File: src/rtl/frame_pkg.sv
// Shared types and helpers for the frame pixel engine.
package frame_pkg;

  typedef enum logic [1:0] {
    ModePass   = 2'd0,
    ModeThresh = 2'd1,
    ModeInvert = 2'd2,
    ModeWindow = 2'd3
  } mode_e;

  typedef enum logic [1:0] {
    StIdle  = 2'd0,
    StRun   = 2'd1,
    StDrain = 2'd2,
    StDone  = 2'd3
  } state_e;

  // Bits needed to index n items; never less than one.
  function automatic int unsigned addr_width(input int unsigned n);
    return (n > 1) ? $clog2(n) : 1;
  endfunction

endpackage

File: src/rtl/tag_delay.sv
// Fixed-depth delay line that carries a valid bit and a tag alongside the read data.
module tag_delay #(
  parameter int unsigned Depth = 1,
  parameter int unsigned Width = 8
) (
  input  logic             clk_i,
  input  logic             rst_i,
  input  logic             valid_i,
  input  logic [Width-1:0] data_i,
  output logic             valid_o,
  output logic [Width-1:0] data_o
);

  logic [Depth-1:0] valid_q;
  logic [Width-1:0] data_q [Depth];

  always_ff @(posedge clk_i) begin
    if (rst_i) begin
      valid_q <= '0;
      for (int i = 0; i < Depth; i++) begin
        data_q[i] <= '0;
      end
    end else begin
      valid_q[0] <= valid_i;
      data_q[0]  <= data_i;
      for (int i = 1; i < Depth; i++) begin
        valid_q[i] <= valid_q[i-1];
        data_q[i]  <= data_q[i-1];
      end
    end
  end

  assign valid_o = valid_q[Depth-1];
  assign data_o  = data_q[Depth-1];

endmodule

File: src/rtl/frame_pixel_engine.sv
// Streams one frame from a read buffer through a per-pixel operation into a write buffer.
module frame_pixel_engine
  import frame_pkg::*;
#(
  parameter int unsigned WIDTH  = 640,
  parameter int unsigned HEIGHT = 480,
  parameter int unsigned DIN_W  = 8,
  parameter int unsigned DOUT_W = 4,
  parameter int unsigned RD_LAT = 1,
  parameter int unsigned WIN_W  = 320,
  parameter int unsigned WIN_H  = 240,
  localparam int unsigned ADDR_W = addr_width(WIDTH * HEIGHT)
) (
  input  logic              clk25,
  input  logic              rst,
  input  logic              start,
  input  logic              cont,
  input  logic [1:0]        mode,
  input  logic [DIN_W-1:0]  threshold,
  input  logic [DIN_W-1:0]  din,
  output logic [ADDR_W-1:0] addr_rd,
  output logic [ADDR_W-1:0] addr_wr,
  output logic [DOUT_W-1:0] dout,
  output logic              we,
  output logic              busy,
  output logic              frame_done
);

  localparam int unsigned NPIX  = WIDTH * HEIGHT;
  localparam int unsigned X_W   = addr_width(WIDTH);
  localparam int unsigned Y_W   = addr_width(HEIGHT);
  localparam int unsigned TAG_W = ADDR_W + X_W + Y_W;
  localparam int unsigned X_LO  = (WIDTH - WIN_W) / 2;
  localparam int unsigned X_HI  = (WIDTH + WIN_W) / 2;
  localparam int unsigned Y_LO  = (HEIGHT - WIN_H) / 2;
  localparam int unsigned Y_HI  = (HEIGHT + WIN_H) / 2;
  localparam logic [ADDR_W-1:0] LastAddr = ADDR_W'(NPIX - 1);
  localparam logic [X_W-1:0]    LastX    = X_W'(WIDTH - 1);
  localparam logic [Y_W-1:0]    LastY    = Y_W'(HEIGHT - 1);
  localparam logic [2:0]        DrainEnd = 3'(RD_LAT + 1);

  state_e             state_q, state_d;
  mode_e              mode_q;
  logic [DIN_W-1:0]   thresh_q;
  logic [ADDR_W-1:0]  addr_rd_q, addr_wr_q;
  logic [X_W-1:0]     x_q;
  logic [Y_W-1:0]     y_q;
  logic [2:0]         drain_q;
  logic [DOUT_W-1:0]  dout_q;
  logic               we_q, busy_q, done_q;
  logic               frame_start;

  logic               tag_valid;
  logic [TAG_W-1:0]   tag_data;
  logic [ADDR_W-1:0]  tag_addr;
  logic [X_W-1:0]     tag_x;
  logic [Y_W-1:0]     tag_y;
  logic [DOUT_W-1:0]  pass_px, pix;
  logic               in_win;

  tag_delay #(
    .Depth(RD_LAT),
    .Width(TAG_W)
  ) u_tag_delay (
    .clk_i  (clk25),
    .rst_i  (rst),
    .valid_i(state_q == StRun),
    .data_i ({addr_rd_q, x_q, y_q}),
    .valid_o(tag_valid),
    .data_o (tag_data)
  );

  assign {tag_addr, tag_x, tag_y} = tag_data;

  always_comb begin
    state_d = state_q;
    unique case (state_q)
      StIdle:  if (start || cont) state_d = StRun;
      StRun:   if (addr_rd_q == LastAddr) state_d = StDrain;
      // Hold DRAIN one cycle past the last write so DONE lands on the second idle cycle.
      StDrain: if (drain_q == DrainEnd) state_d = StDone;
      StDone:  state_d = (start || cont) ? StRun : StIdle;
    endcase
  end

  assign frame_start = (state_d == StRun) && (state_q != StRun);

  assign pass_px = din[DIN_W-1 -: DOUT_W];
  assign in_win  = (32'(tag_x) >= X_LO) && (32'(tag_x) < X_HI) &&
                   (32'(tag_y) >= Y_LO) && (32'(tag_y) < Y_HI);

  always_comb begin
    pix = '0;
    unique case (mode_q)
      ModePass:   pix = pass_px;
      ModeThresh: pix = (din >= thresh_q) ? '1 : '0;
      ModeInvert: pix = ~pass_px;
      ModeWindow: pix = in_win ? pass_px : '0;
    endcase
  end

  always_ff @(posedge clk25) begin
    if (rst) begin
      state_q   <= StIdle;
      mode_q    <= ModePass;
      thresh_q  <= '0;
      addr_rd_q <= '0;
      x_q       <= '0;
      y_q       <= '0;
      drain_q   <= '0;
      we_q      <= 1'b0;
      addr_wr_q <= '0;
      dout_q    <= '0;
      busy_q    <= 1'b0;
      done_q    <= 1'b0;
    end else begin
      state_q <= state_d;
      busy_q  <= (state_d == StRun) || (state_d == StDrain);
      done_q  <= (state_d == StDone);

      if (frame_start) begin
        mode_q    <= mode_e'(mode);
        thresh_q  <= threshold;
        addr_rd_q <= '0;
        x_q       <= '0;
        y_q       <= '0;
      end else if (state_q == StRun) begin
        if (state_d == StRun) addr_rd_q <= addr_rd_q + ADDR_W'(1);
        if (x_q == LastX) begin
          x_q <= '0;
          y_q <= (y_q == LastY) ? '0 : y_q + Y_W'(1);
        end else begin
          x_q <= x_q + X_W'(1);
        end
      end

      drain_q <= (state_q == StDrain) ? drain_q + 3'd1 : 3'd0;

      we_q <= tag_valid;
      if (tag_valid) begin
        addr_wr_q <= tag_addr;
        dout_q    <= pix;
      end
    end
  end

  assign addr_rd    = addr_rd_q;
  assign addr_wr    = addr_wr_q;
  assign dout       = dout_q;
  assign we         = we_q;
  assign busy       = busy_q;
  assign frame_done = done_q;

endmodule
File: config.mk
export PLATFORM = sky130hd
export DESIGN_NAME = frame_pixel_engine
export DESIGN_NICKNAME = d
export VERILOG_FILES = /design/src/rtl/frame_pkg.sv /design/src/rtl/tag_delay.sv /design/src/rtl/frame_pixel_engine.sv
export SDC_FILE = /design/constraint.sdc
export NUM_CORES = 1
export LEC_CHECK = 0
export ABC_CLOCK_PERIOD_IN_PS = 3400
export BUFFER_PORTS_ARGS = -buffer_cell sky130_fd_sc_hd__buf_4
export CORE_MARGIN = 4
export CORE_UTILIZATION = 47
export CTS_BUF_LIST = sky130_fd_sc_hd__clkbuf_2 sky130_fd_sc_hd__clkbuf_4 sky130_fd_sc_hd__clkbuf_8
export CTS_CLUSTER_SIZE = 30
export DETAILED_ROUTE_END_ITERATION = 16
export PLACE_DENSITY_LB_ADDON = 0.15
export SYNTH_ARGS = -nofsm -noshare
export SYNTH_HDL_FRONTEND = slang
export SYNTH_SLANG_ARGS = --single-unit
export TNS_END_PERCENT = 5
File: constraint.sdc
create_clock -name clk25 -period 3.4 [get_ports clk25]
set_input_delay 0.34 -clock clk25 [delete_from_list [all_inputs] [get_ports clk25]]
set_output_delay 0.34 -clock clk25 [all_outputs]
set_load 0.1 [all_outputs]
Yosys cells after proc, flatten, opt, wreduce, memory -nomap -nowiden
Memory sizes are Yosys's and may differ from the RTL's.
Index checks and enable logic that the tools add are counted.

operators by class
  bitwise gates (word level) = 2
  add/sub/neg operators = 4
  reductions and logical operators = 13
  equal/unequal tests = 14
  mux-type cells = 15
  $lt $le $gt $ge = 5

operators by type and width
  operator                                                             number
  two-way mux 38 bit                                                   1
  OR reduction 38 bit                                                  1
  adder 19 x 1 -> 19 bit (second input constant)                       1
  equality test 19 bit (second input constant)                         1
  one-hot mux 4 bit (4 select lines)                                   1
  equality test 2 bit (second input constant)                          6
  adder 10 x 1 -> 10 bit (second input constant)                       1
  equality test 10 bit (second input constant)                         1
  greater-or-equal comparator 10 x 8 -> 1 bit (second input constant)  1
  < comparator 10 x 9 -> 1 bit (second input constant)                 1
  two-way mux 10 bit                                                   1
  adder 9 x 1 -> 9 bit (second input constant)                         1
  equality test 9 bit (second input constant)                          1
  greater-or-equal comparator 9 x 7 -> 1 bit (second input constant)   1
  < comparator 9 bit (second input constant)                           1
  two-way mux 9 bit                                                    1
  greater-or-equal comparator 8 bit                                    1
  two-way mux 4 bit                                                    2
  one-hot mux 2 bit (4 select lines)                                   1
  equality test 2 x 1 -> 1 bit (second input constant)                 3
  two-way mux 2 bit                                                    3
  two-way mux 1 bit                                                    5
  logical AND 1 bit                                                    4
  zero test 2 bit                                                      2
  8 further kinds                                                      11

word-level totals
  word-level logic and storage cells = 67
  memories kept = 1
  flip-flop bits (word level) = 80
  input bits = 22
  memory bits (writable) = 38

memories
  name                depth  width  rd ports  clocked after Yosys merged registers in  wr ports  RTL line         RTL
  u_tag_delay.data_q  1      38     1         0                                        1         tag_delay.sv:15  logic [Width-1:0] data_q [Depth];

Logic depth before layout (Yosys ltp)
Gate-level depths: netlist of the first run.

  depth in word-level cells = 6
  depth in mapped cells = 13
  mapped depth without buffers = 11

By module
A second synthesis of the first run with hierarchy kept.

second synthesis, totals
  cell total of the unflattened synthesis = 496
  area, all modules = 4705.8 um^2

by module, submodules not included
  module              area each (um^2)  times used  cells each
  frame_pixel_engine  3631.0            1           414
  tag_delay           1074.8            1           82

Worst setup path after synthesis of the first run
Ideal clock, no wire load.

  path kind = reg2reg
  from = reg addr_rd_q[0] (netlist: addr_rd[0])
  to = reg addr_rd_q[13] (netlist: addr_rd[13])
  cell stages (with the launch flop) = 14
  clock period less this slack = 2875 ps
  setup slack = 525 ps
  required time = 3268 ps
  arrival time = 2743 ps
  path through = dfxtp_1 > ha_1 > nand3_1 > or4_1 > buf_2 > o21ai_0 > nand2_1 > ha_1 > clkbuf_1 > and4_1 > nand4_1 > clkbuf_1 > or3_1 > a21oi_1

on the way
  word-level cells in the longest chain between the ends = 6
  elaborated cells on any way between the ends = 8
  classes of those cells = add/sub: 1; eq/ne: 2; mux: 2; reduce/logical: 3

ends and longest elaborated chain
  what                                    RTL line                                             RTL
  from (decl)                             frame_pixel_engine.sv:45                             logic [ADDR_W-1:0] addr_rd_q, addr_wr_q;
  from (signal assigned)                  frame_pixel_engine.sv:128                            if (state_d == StRun) addr_rd_q <= addr_rd_q + ADDR_W'(1);
  equality test 19 bit (*)                frame_pixel_engine.sv:79                             StRun: if (addr_rd_q == LastAddr) state_d = StDrain;
  two-way mux 2 bit (*)                   frame_pixel_engine.sv:79
  one-hot mux 2 bit (4 select lines) (*)  frame_pixel_engine.sv:77                             unique case (state_q)
  via state_d[0]                          frame_pixel_engine.sv:42                             state_e state_q, state_d;
  equality test 2 x 1 -> 1 bit (*)        frame_pixel_engine.sv:86, frame_pixel_engine.sv:128
  logical AND 1 bit                       frame_pixel_engine.sv:86                             assign frame_start = (state_d == StRun) && (state_q != StRun);
  OR reduction 2 bit (no source line)     n/a

Mark *: on every way through the listed nets, which the timed path passes. The rest lies on a longest branch.
A chain may end at the register's enable or synchronous reset.

Final worst setup path of the first run
  from = reg addr_rd_q[0] (netlist: addr_rd[0])
  to = reg y_q[8]

on the way
  word-level cells in the longest chain between the ends = 6

ends and longest elaborated chain
  what                                 RTL line                   RTL
  equality test 19 bit                 frame_pixel_engine.sv:79
  two-way mux 2 bit                    frame_pixel_engine.sv:79
  one-hot mux 2 bit (4 select lines)   frame_pixel_engine.sv:77
  via state_d[0]                       frame_pixel_engine.sv:42
  equality test 2 x 1 -> 1 bit         frame_pixel_engine.sv:86
  logical AND 1 bit                    frame_pixel_engine.sv:86
  OR reduction 2 bit (no source line)  n/a
  to (signal assigned)                 frame_pixel_engine.sv:131  y_q <= (y_q == LastY) ? '0 : y_q + Y_W'(1);
  to (decl)                            frame_pixel_engine.sv:47   logic [Y_W-1:0] y_q;

The timed path passes the listed nets, and every way through them passes these cells.

==> results.txt, run 1 <==
The number of nets with antenna violations after routing came out at 0. The count of buffer and inverter cells on the critical path was 1; the power per cell area was 448.0 mW/mm^2. Walking the worst path, the cells encountered are ha_1 -> nand3_1 -> or4_1 -> o21ai_0 -> nand2_1 -> ha_1 -> nand2_1 -> nand2_1 -> buf_4 -> a21oi_1. Among all flip-flop cells after synthesis, the most frequent one is sky130_fd_sc_hd__dfxtp_1. Setup repair after global routing left no endpoint under its margin.

After detailed routing, the number of remaining DRC violations is 0. The logs give 0.29 ns for the worst setup slack for register-to-register paths and 0.002098 mm^2 for the multi-input combinational cell area. For the count of mapped cells out of synthesis, the log shows 508. The global-route wire length before repair came out at 15210 um. The endpoint required time on the critical path was 3.72 ns. For the pin with the worst max-slew slack, the measured transition is 0.9968 ns.

Yosys attributes the largest share of cell area to sky130_fd_sc_hd__dfxtp_1 (48%), sky130_fd_sc_hd__nor2_1 (4.8%), sky130_fd_sc_hd__mux2i_1 (4.1%). The tools report the reg-to-reg endpoint as y_q[8]. The number of rows in the core area is 35.

The tools report the clock root buffer as sky130_fd_sc_hd__clkbuf_8. No sink is reached through more buffers than the 2 on the longest clock path. The kind of cell with the highest combined delay along the critical path is simple AND/OR/NAND/NOR gates. The critical path starts at addr_rd[0].

The tools report the count of synthesis-stage warnings from yosys as 0. The final layout net count came out at 589. For the register cell area after layout, the log shows 0.002202 mm^2. In this run the tightest slew margin relative to its limit is 31.83%. In this run the standard cell core region covers 0.009371 mm^2. The critical path is of the reg -> reg type. Wire length after detailed routing: 9145 um. The number of library cell types mapped by synthesis is 48. Synthesis inferred 110 register bits.

The number of flops mapped to enable cells by yosys works out to 0. Once layout is complete, the utilization of the core stands at 56.30%. The logs give 3.43 ns for the arrival time of data at the critical path endpoint and 1.985 nW for the static leakage.

The run gives 0.004591 mm^2 as the cell area after synthesis. During placement, the flow inserted port buffers numbering 66. Across all layers, the routed design uses 3543 vias. TritonCTS built the clock tree. The pin count of the biggest net entering global routing came out at 72.

Number of post-CTS setup repair buffers: 0. The largest individual stage delay along the critical path comes from the cell sky130_fd_sc_hd__or4_1. The die is 106.8 um wide. In this run the worst setup path terminates at y_q[8]. The number of violations reported at the end of detailed-routing iteration 0 was 169; the clock transition time at the flip-flop clock pins of the worst setup and hold paths was 0.12 ns. The area growth from synthesis to layout is 14.94%. The tools report the total of cells resized after clock tree synthesis as 0. The worst setup path is captured at a flip-flop. The sequential cell area fraction in the yosys report was 47.97%. Counting stages on the worst path, the most repeated cell is sky130_fd_sc_hd__nand2_1. The logs give 3200 for the number of global-route vias before repair and 0 for the max-cap violation count. The worst hold path belongs to the class in -> reg.

The tools report the type of origin of the critical path as a flip-flop. The source-to-sink clock delay at the later pin of the worst-skew pair was 0.38 ns; the count of cells along the worst register-to-register path was 10. The diode insertion count for antenna repair was 0; the area share of the largest cell type after synthesis was 47.97%.

The flow ran to the end, and the final reports show no timing, DRC or antenna violations. The run gives 0 as the initial antenna violation count. The commonest cells after synthesis are sky130_fd_sc_hd__dfxtp_1 (110), sky130_fd_sc_hd__nor2_1 (59), sky130_fd_sc_hd__nand2_1 (46).

The number of hold violations in the final report came out at 0. The final critical-path share of the clock period was 91.51%. sky130_fd_sc_hd__dfxtp_1 takes more of the synthesized area than any other cell. In this run the worst path has a maximum fanout of 15. Average size of a mapped cell: 9.037 um^2. The initial core utilization came out at 48.99%.

For the final routed database, the setup TNS stands at 0 ns. The first TritonRoute pass finished after 4 iterations. The via density per instance was 5.165. The number of clock sinks is 110. The detailed placer's ending HPWL was 6540 um. After detailed routing, the average wire length per cell comes to 13.33 um. The share of final-layout standard cells stronger than drive strength 1 works out to 16.34%. For the number of H-tree levels, the log shows 3. Counting the fill cells in the layout gives 883. The die covers 0.01141 mm^2. The count of hold buffers inserted by post-cts repair is 0.

Global routing consumed, over all layers together, 16.33% of the routing resources. Final setup skew: 0.01659 ns. The worst register-to-register path begins at addr_rd[0]. Setup violations remaining at the end of the flow were counted as 0. The highest cell delay on the worst timing path is 0.68 ns, and the share of async-settable or async-resettable flops after synthesis is 0%. For the finished layout, the period the worst path requires is 3.111 ns. Leading cell type by number of instances after synthesis: sky130_fd_sc_hd__dfxtp_1.

The run gives 0 as the total global routing overflow. The total CTS buffers came out at 9. Measured along the y axis, the die boundary spans 106.8 um. The logs give 0 for the number of pins exceeding their max-slew limit in the final report and 0.3214 GHz for the peak clock frequency supported by timing. The run gives 231.9 uV as the highest ir drop seen on vdd.

The instance count on the critical path came out at 10. For this design the top-level I/O count stands at 67. The run gives 545 as the total nets after synthesis.

The tools report the placer congestion estimate as 0.7632.
[layout make-up]
| cell class | instances | area share [%] |
|---|---|---|
| Sequential cell | 110 | 41.74 |
| Multi-Input combinational cell | 340 | 39.77 |
| Timing Repair Buffer | 72 | 10.24 |
| Tap cell | 129 | 3.059 |
| Clock buffer | 9 | 2.348 |
| Clock inverter | 7 | 1.494 |
| Inverter | 19 | 1.352 |
[power breakdown]
part	switching, mW	internal, mW
registers	0.0197	1.31
logic	0.166	0.0804
clock network	0.493	0.292
total	0.679	1.68
[stage by stage]
| stage | total power [mW] | hold slack (ns) | std cells | area, um^2 | setup slack, ns |
|---|---|---|---|---|---|
| final | 2.364 | 0.1959 | 686 | 5276 | 0.2888 |
| after global routing | 2.464 | 0.1911 | 686 | 5276 | 0.01651 |
| after CTS | 2.384 | 0.1834 | 685 | 5269 | 0.2016 |
| after detailed placement | 1.609 | 0.4489 | 669 | 5066 | 0.2128 |
| after global placement | 1.604 | 0.4300 | 669 | 5066 | 0.4373 |
| after floorplan | 1.538 | 0.4173 | 508 | 4591 | 0.5250 |
[layer usage]
layer / vias up / track usage, % / wire, um
li1: 1806 / - / -
met3: 13 / 3.311 / 493
met1: 1652 / 22.42 / 4469
met2: 72 / 25.54 / 4045
met4: 0 / 5.845 / 136
met5: - / 0 / 0
[state kept, by name (all words and copies together), names as in the netlist, 2 cells and up]
signal,cells
x_q,10
u_tag_delay.data_q,30
addr_rd,19
y_q,9
mode_q,2
state_q,2
thresh_q,8
dout,4
addr_wr,19
drain_q,3
[worst min-delay path by stage]
stage,start,endpoint,depth (start not counted)
after floorplan,drain_q[0],drain_q[0],1
after global placement,drain_q[0],drain_q[0],1
after detailed placement,drain_q[0],drain_q[0],1
after CTS,threshold[5],thresh_q[5],3
after global routing,threshold[1],thresh_q[1],3
final,threshold[5],thresh_q[5],3
[worst reg2reg max path: stages (launching register included)]
cell,delay [ns]
sky130_fd_sc_hd__dfxtp_1,0.44
sky130_fd_sc_hd__ha_1,0.21
sky130_fd_sc_hd__nand3_1,0.21
sky130_fd_sc_hd__or4_1,0.68
sky130_fd_sc_hd__o21ai_0,0.28
sky130_fd_sc_hd__nand2_1,0.12
sky130_fd_sc_hd__ha_1,0.33
sky130_fd_sc_hd__nand2_1,0.14
sky130_fd_sc_hd__nand2_1,0.23
sky130_fd_sc_hd__buf_4,0.29
sky130_fd_sc_hd__a21oi_1,0.14
[cells in the final DEF (no fill, tap or decap), types with 5 or more instances in the layout]
cell type,synthesis,final
sky130_fd_sc_hd__a21oi_1,31,31
sky130_fd_sc_hd__buf_4,19,72
sky130_fd_sc_hd__clkbuf_8,0,9
sky130_fd_sc_hd__dfxtp_1,110,110
sky130_fd_sc_hd__ha_1,15,15
sky130_fd_sc_hd__inv_1,19,19
sky130_fd_sc_hd__mux2i_1,19,19
sky130_fd_sc_hd__nand2_1,46,46
sky130_fd_sc_hd__nand2b_1,9,9
sky130_fd_sc_hd__nand3_1,17,17
sky130_fd_sc_hd__nand3b_1,5,5
sky130_fd_sc_hd__nand4_1,9,9
sky130_fd_sc_hd__nor2_1,59,59
sky130_fd_sc_hd__nor2b_1,29,29
sky130_fd_sc_hd__nor3_1,8,8
sky130_fd_sc_hd__nor4_1,6,6
sky130_fd_sc_hd__o21ai_0,10,10
sky130_fd_sc_hd__o31ai_1,7,7
sky130_fd_sc_hd__or3_1,5,5
sky130_fd_sc_hd__or4_1,8,8
sky130_fd_sc_hd__xnor2_1,15,15
sky130_fd_sc_hd__xor2_1,9,9
[kinds of logic after synthesis]
family          synth area share [%]
flops                          47.97
xor+xnor                       4.579
fa+ha+maj                      4.088
buf+inv                        6.323
simple gates                   23.96
compound gates                 8.940
mux                            4.143
Note: power is estimated with default switching activity, not from simulation.
==> run 2: changes to the inputs <==
Settings changed: CORE_UTILIZATION 47 to 35.
==> run 2 against run 1 <==
Against the previous run:
- maximum frequency is 3.1% higher
- register-to-register slack improved by 0.09 ns
- non-clock buffer count rose by 3
- critical path depth increased by 1
- highest routed layer unchanged
- sequential cell count unchanged
==> results.txt, run 2 (same netlist as run 1, synthesis figures left out) <==
The library cell used most frequently in the layout, excluding fill and tap cells, is sky130_fd_sc_hd__dfxtp_1. The static leakage came out at 1.987 nW (about the same). The number of hold violations in the final report is 0 (unchanged), and the final layout net count is 592 (+0.51%).

The overall die height works out to 122.5 um (+15%). For the initial antenna violation count, the log shows 0 (unchanged). In the layout the commonest cells are sky130_fd_sc_hd__dfxtp_1 (110), sky130_fd_sc_hd__buf_4 (75), sky130_fd_sc_hd__nor2_1 (59), sky130_fd_sc_hd__nand2_1 (46), sky130_fd_sc_hd__a21oi_1 (31).

Summed negative setup slack over all endpoints: 0 ns (unchanged). For the number of clock sinks, the log shows 110 (unchanged). The number of flip-flops under the largest register name was 30 (unchanged); the global-route wire length before repair was 16290 um (+7.1%). The source-to-sink clock delay at the later pin of the worst-skew pair is 0.38 ns (about the same), and the endpoint required time on the critical path is 3.67 ns (-0.05 ns). The tools report the critical path launch point as addr_rd[0]. The worst hold path belongs to the class in -> reg. The flow ran to the end, and the final reports show no timing, DRC or antenna violations. The die outline width works out to 122.5 um (+15%). The number of rows in the core area was 41 (+17%); the number of pins exceeding their max-slew limit in the final report was 0 (unchanged). The final routed wire length divided by cell count works out to 13.52 um (+1.4%). Clock tree synthesis selected as its root buffer the cell sky130_fd_sc_hd__clkbuf_8. The number of H-tree levels came out at 3 (unchanged). The tools report the arrival time of data at the critical path endpoint as 3.29 ns (-0.14 ns). The met2 capacity usage during global routing was 20.16% (-5.4 points). Ranked by flip-flop count, first place goes to u_tag_delay.data_q. DRC violation count after routing: 0 (unchanged). The tools report the endpoint of the worst setup timing path as addr_rd[17].

The placeable core region was 0.01272 mm^2 (+36%). Initial core utilization: 36.08% (-13 points). The worst setup path is captured at a flip-flop. The placed instance count was 715 (+6.9%); the signed area change from the synthesized netlist to the final layout was 16.14%.

The tools report the final number of setup-violating endpoints as 0 (unchanged). The via density per instance was 4.810 (-6.9%). TritonCTS built the clock tree. The via count of the routed design is 3521 (-0.62%), and the minimum hold slack is 0.1977 ns (+0.001794 ns). The quantity of I/O buffers inserted on ports was 66 (unchanged). The reg-to-reg endpoint was addr_rd[17]. Power per cell area: 432.5 mW/mm^2 (-3.5%). The non-filler instance count after layout is 732 (+6.7%), and the count of cells along the worst register-to-register path is 11 (+1). The tools report the worst setup slack for register-to-register paths as 0.38 ns (+0.09 ns).

The number of nets with antenna violations after routing is 0 (unchanged), and the post-detailed-placement cell area is 0.005142 mm^2 (+1.5%). Top fanout value on the critical path: 12 (-3). The max-cap violation count was 0 (unchanged).

The peak clock frequency supported by timing is 0.3314 GHz (+3.1%). The tools report the type of origin of the critical path as a flip-flop. Highest ir drop seen on vdd: 156.3 uV (-33%). The total I/O pin count came out at 67 (unchanged). The startpoint-to-endpoint class of the critical path is reg -> reg. The peak-usage layer in the global routing report is met2. The pin count of the biggest net entering global routing was 43 (-40%); the met3 track utilization from global routing was 3.456% (+0.14 points). The final setup skew is 0.01438 ns (-0.002213 ns).

The logs give 191 (+13%) for the number of violations reported at the end of detailed-routing iteration 0 and 18.85% (-3.6 points) for the met1 layer usage reported by global route. Actual transition at the worst max-transition pin: 0.8585 ns (-0.1383 ns). Placer congestion estimate: 0.7557 (-0.98%). The overall global routing resource usage is 13.74% (-2.6 points), and the length of the first detailed-routing pass in iterations is 4 (unchanged). The minimum period implied by the final worst setup slack was 3.018 ns (-0.09354 ns).

The final critical-path share of the clock period is 88.76% (-2.8 points). The tools report the buffer levels on the longest clock path as 2 (unchanged). Setup repair after global routing left no endpoint under its margin. The clock transition time at the flip-flop clock pins of the worst setup and hold paths is 0.10 ns (-0.02 ns), and the count of hold buffers inserted by post-cts repair is 0 (unchanged). The total global routing overflow was 0 (unchanged).

The worst register-to-register path begins at addr_rd[0]. The relative max-transition margin was 42.55% (+11 points). The total die area was 0.01501 mm^2 (+32%); the number of stages on the worst hold path was 3 (unchanged). Total CTS buffers: 9 (unchanged). The detailed placer's ending HPWL came out at 7194 um (+10%). The wire length after detailed routing is 9894 um (+8.2%), and the final design area excluding fillers is 0.005331 mm^2 (+1.0%). The diode insertion count for antenna repair is 0 (unchanged).

The number of global-route vias before repair is 3297 (+3.0%), and the share of final-layout standard cells stronger than drive strength 1 is 16.96% (+0.63 points).
==> run 2: repair_timing <==
| action | in CTS | in global routing |
|---|---|---|
| endpoints found under the setup margin | 0 | 6 |
| resized for setup | 0 | 1 |
| setup buffers | 0 | 1 |
==> run 2: power breakdown <==
| group | switching (mW) | total, mW | internal (mW) |
|---|---|---|---|
| clock | 0.442 | 0.721 | 0.279 |
| combinational | 0.171 | 0.253 | 0.0818 |
| sequential | 0.0202 | 1.33 | 1.31 |
==> run 2: final cells by class <==
| cell class | instances | area (um^2) |
|---|---|---|
| multi-input cells | 340 | 2102 |
| well taps | 172 | 215.2 |
| clock buffers | 10 | 131.4 |
| fillers | 1307 | 7391 |
| inverters | 19 | 71.32 |
| repair buffers | 75 | 563.0 |
| clock inverters | 6 | 46.29 |
| flip-flops and latches | 110 | 2202 |
==> run 2: per-layer routing <==
metal | routed length, um | share of wire (%) | up-vias
li1 | - | - | 1819
met1 | 4991 | 50 | 1622
met2 | 4151 | 42 | 62
met3 | 479 | 4.8 | 18
met4 | 272 | 2.7 | 0
met5 | 0 | 0 | -
==> run 2: critical path, cell delays in order (launching register included) <==
cell                      delay (ns)
sky130_fd_sc_hd__dfxtp_1        0.45
sky130_fd_sc_hd__ha_1           0.21
sky130_fd_sc_hd__nand3_1        0.22
sky130_fd_sc_hd__or4_4          0.60
sky130_fd_sc_hd__o21ai_0        0.24
sky130_fd_sc_hd__nand2_1        0.11
sky130_fd_sc_hd__ha_1           0.34
sky130_fd_sc_hd__and4_1         0.29
sky130_fd_sc_hd__nand4_1        0.10
sky130_fd_sc_hd__buf_4          0.17
sky130_fd_sc_hd__or4_1          0.12
sky130_fd_sc_hd__a21oi_1        0.06
==> run 2: worst min-delay path by stage <==
stage                  endpoint          from
floorplan            drain_q[0]    drain_q[0]
global placement     drain_q[0]    drain_q[0]
detailed placement  thresh_q[4]   thresh_q[4]
CTS                 thresh_q[0]  threshold[0]
global route        thresh_q[0]  threshold[0]
finish              thresh_q[0]  threshold[0]
==> run 2: stage by stage <==
step / setup slack [ns] / power (mW) / utilization (%)
after floorplan: 0.5250 / 1.538 / -
after global placement: 0.3976 / 1.616 / 40.42
after detailed placement: 0.1944 / 1.619 / 40.42
after CTS: 0.1712 / 2.346 / 41.82
after global routing: 0.1041 / 2.426 / 41.91
final: 0.3823 / 2.306 / 41.91
==> run 3: changes to the inputs <==
Settings changed: CELL_PAD_IN_SITES_DETAIL_PLACEMENT set to 0, CELL_PAD_IN_SITES_GLOBAL_PLACEMENT set to 1.
==> run 3 against run 2 <==
Against the previous run:
- sequential power barely moved
- via count about the same
- clock power rose by 27%
- non-clock buffer count up 1
- first-iteration DRC count fell by 2.6%
==> results.txt, run 3 (same netlist as run 1, synthesis figures left out) <==
The number of flip-flops under the largest register name works out to 30 (unchanged). The run gives 0 (unchanged) as the number of hold violations in the final report. Summed negative setup slack over all endpoints: 0 ns (unchanged).

The DRC violation count after routing is 0 (unchanged). The number of rows in the core area was 41 (unchanged); the actual transition at the worst max-transition pin was 1.100 ns (+0.2420 ns). The cell-internal power is 1.872 mW (+12%), and the final setup skew is 0.008501 ns (-0.005875 ns). The tree is rooted in a sky130_fd_sc_hd__clkbuf_8. The clock transition time at the flip-flop clock pins of the worst setup and hold paths works out to 0.10 ns (about the same). The tools report the number of violations reported at the end of detailed-routing iteration 0 as 186 (-2.6%). The overall global routing resource usage is 14.02% (+0.28 points). The overall die height was 122.5 um (unchanged).

The critical path capture point type was a flip-flop. The worst register-to-register path begins at addr_rd[0]. The worst min-delay path category was in -> reg. The final-layout fill cell count is 1311 (+0.31%).

For the total die area, the log shows 0.01501 mm^2 (unchanged). The logs give 110 (unchanged) for the number of clock sinks and 10160 um (+2.7%) for the wire length after detailed routing. The most critical setup path has its startpoint at addr_rd[0]. The total global routing overflow is 0 (unchanged). The final number of setup-violating endpoints is 0 (unchanged), and the clock share of power is 36.7% (+5.4 points).

The final routed wire length divided by cell count works out to 13.86 um (+2.6%). The count of buffer and inverter cells on the critical path was 1 (unchanged). The total CTS buffers is 9 (unchanged). The final critical-path share of the clock period works out to 91.17% (+2.4 points). The number of pins exceeding their max-slew limit in the final report came out at 0 (unchanged). The arrival time of data at the critical path endpoint came out at 3.41 ns (+0.12 ns).

The logs give 0.37 ns (about the same) for the source-to-sink clock delay at the later pin of the worst-skew pair and 16470 um (+1.1%) for the global-route wire length before repair. The placeable core region was 0.01272 mm^2 (unchanged); the quantity of I/O buffers inserted on ports was 66 (unchanged). For the switching power summed over all nets, the log shows 0.6291 mW (-0.73%). The library cells used most frequently in the layout, excluding fill and tap cells, are sky130_fd_sc_hd__dfxtp_1 (110), sky130_fd_sc_hd__buf_4 (76), sky130_fd_sc_hd__nor2_1 (59), sky130_fd_sc_hd__nand2_1 (46), sky130_fd_sc_hd__a21oi_1 (31). The logs give 0 (unchanged) for the max-cap violation count and 3.71 ns (+0.04 ns) for the endpoint required time on the critical path. The most flop-heavy register is u_tag_delay.data_q. The flow ran to the end, and the final reports show no timing, DRC or antenna violations. The peak clock frequency supported by timing is 0.3226 GHz (-2.6%), and the total I/O pin count is 67 (unchanged).

The signed area change from the synthesized netlist to the final layout came out at 17.69%. The critical path goes through ha_1 -> nand3_1 -> or4_4 -> o21ai_0 -> nand2_1 -> ha_1 -> and4_1 -> nand4_1 -> buf_4 -> o21ai_0 -> a21oi_1. The relative max-transition margin is 24.74% (-18 points). The critical path is of the reg -> reg type.

Multi-input combinational cell area: 0.002102 mm^2 (unchanged). For the initial antenna violation count, the log shows 0 (unchanged). Share of power burned in combinational logic: 10.0% (-1.0 points). The worst setup path is launched from a flip-flop.

Placer congestion estimate: 0.7351 (-2.7%). The register cell area after layout was 0.002202 mm^2 (unchanged). The diode insertion count for antenna repair was 0 (unchanged).

The final layout net count was 593 (+0.17%); the number of nets with antenna violations after routing was 0 (unchanged). TritonCTS built the clock tree. The startpoint identified for the worst hold timing path is rst. The power consumption was 2.501 mW (+8.5%). Leaving out fill and tap cells, the most frequent cell in the layout is sky130_fd_sc_hd__dfxtp_1. Among all stages on the critical path, the largest delay is contributed by sky130_fd_sc_hd__or4_4. The die outline width was 122.5 um (unchanged); the minimum period implied by the final worst setup slack was 3.100 ns (+0.08205 ns). The highest cell delay on the worst timing path is 0.60 ns (about the same), and the via count of the routed design is 3520 (-0.028%). The length of the first detailed-routing pass in iterations was 4 (unchanged); the static leakage was 2.023 nW (+1.8%). Setup repair after global routing left no endpoint under its margin.

The gate family responsible for the most delay along the worst path was simple AND/OR/NAND/NOR gates. Initial core utilization: 36.08% (unchanged). Pin count of the biggest net entering global routing: 70 (+63%). For the detailed placer's ending HPWL, the log shows 7156 um (-0.53%). The top fanout value on the critical path was 10 (-2).

The number of H-tree levels is 3 (unchanged), and the highest ir drop seen on vdd is 169.6 uV (+8.5%). The tools report the sequential share of power as 53.2% (-4.6 points). The buffer levels on the longest clock path is 2 (unchanged), and the power per cell area is 462.8 mW/mm^2 (+7.0%). Switching part of the total power: 25.16% (-2.3 points).

The final core utilization was 42.47% (+0.56 points); the via density per instance was 4.802 (-0.16%). Share of final-layout standard cells stronger than drive strength 1: 17.11% (+0.15 points). The run gives 3277 (-0.61%) as the number of global-route vias before repair.
-- run 3: path summary, 6_finish.rpt --
check,to,slack (ns),depth (start not counted)
hold reg to reg,drain_q[0],0.45,1
hold / removal,busy,0.18,2
setup / recovery,addr_rd[7],0.30,11
setup reg to reg,addr_rd[7],0.30,11
-- run 3: cell type report --
type	instances	share of cell area [%]
clock buffer	12	3.057
clock inverter	4	1.413
inverter	19	1.320
multi-input combinational	340	38.91
sequential	110	40.76
tap	172	3.983
timing repair buffer	76	10.56
-- run 3: metrics by stage --
stage / std cells / hold WS, ns / worst slack [ns] / area [um^2]
4_1_cts: 730 / 0.1549 / 0.1829 / 5376
3_3_place_gp: 714 / 0.4304 / 0.3495 / 5135
6_report: 733 / 0.1783 / 0.3002 / 5403
2_1_floorplan: 508 / 0.4173 / 0.5250 / 4591
5_1_grt: 733 / 0.1515 / 0.06107 / 5403
3_5_place_dp: 714 / 0.4378 / 0.2461 / 5135
-- run 3: power groups by stage --
stage                     combinational (mW)  sequential, mW  clock, mW
final                                  0.251            1.33      0.918
after global routing                   0.278            1.34       1.01
after CTS                              0.257            1.33      0.957
after detailed placement               0.257            1.36          0
after global placement                 0.256            1.36          0
after floorplan                        0.141            1.40          0
-- run 3: repair_timing --
action | 4_1_cts | 5_1_grt
buffers inserted | 0 | 3
resized for setup | 0 | 1
setup endpoints to repair | 0 | 6
hold buffers | 0 | 0
-- run 3: metal layers --
metal	routed length (um)	share of wire [%]	track usage [%]
met3	515	5.1	2.995
met5	0	0	0
met2	4374	43	20.68
met1	5135	51	19.83
met4	138	1.4	5.878
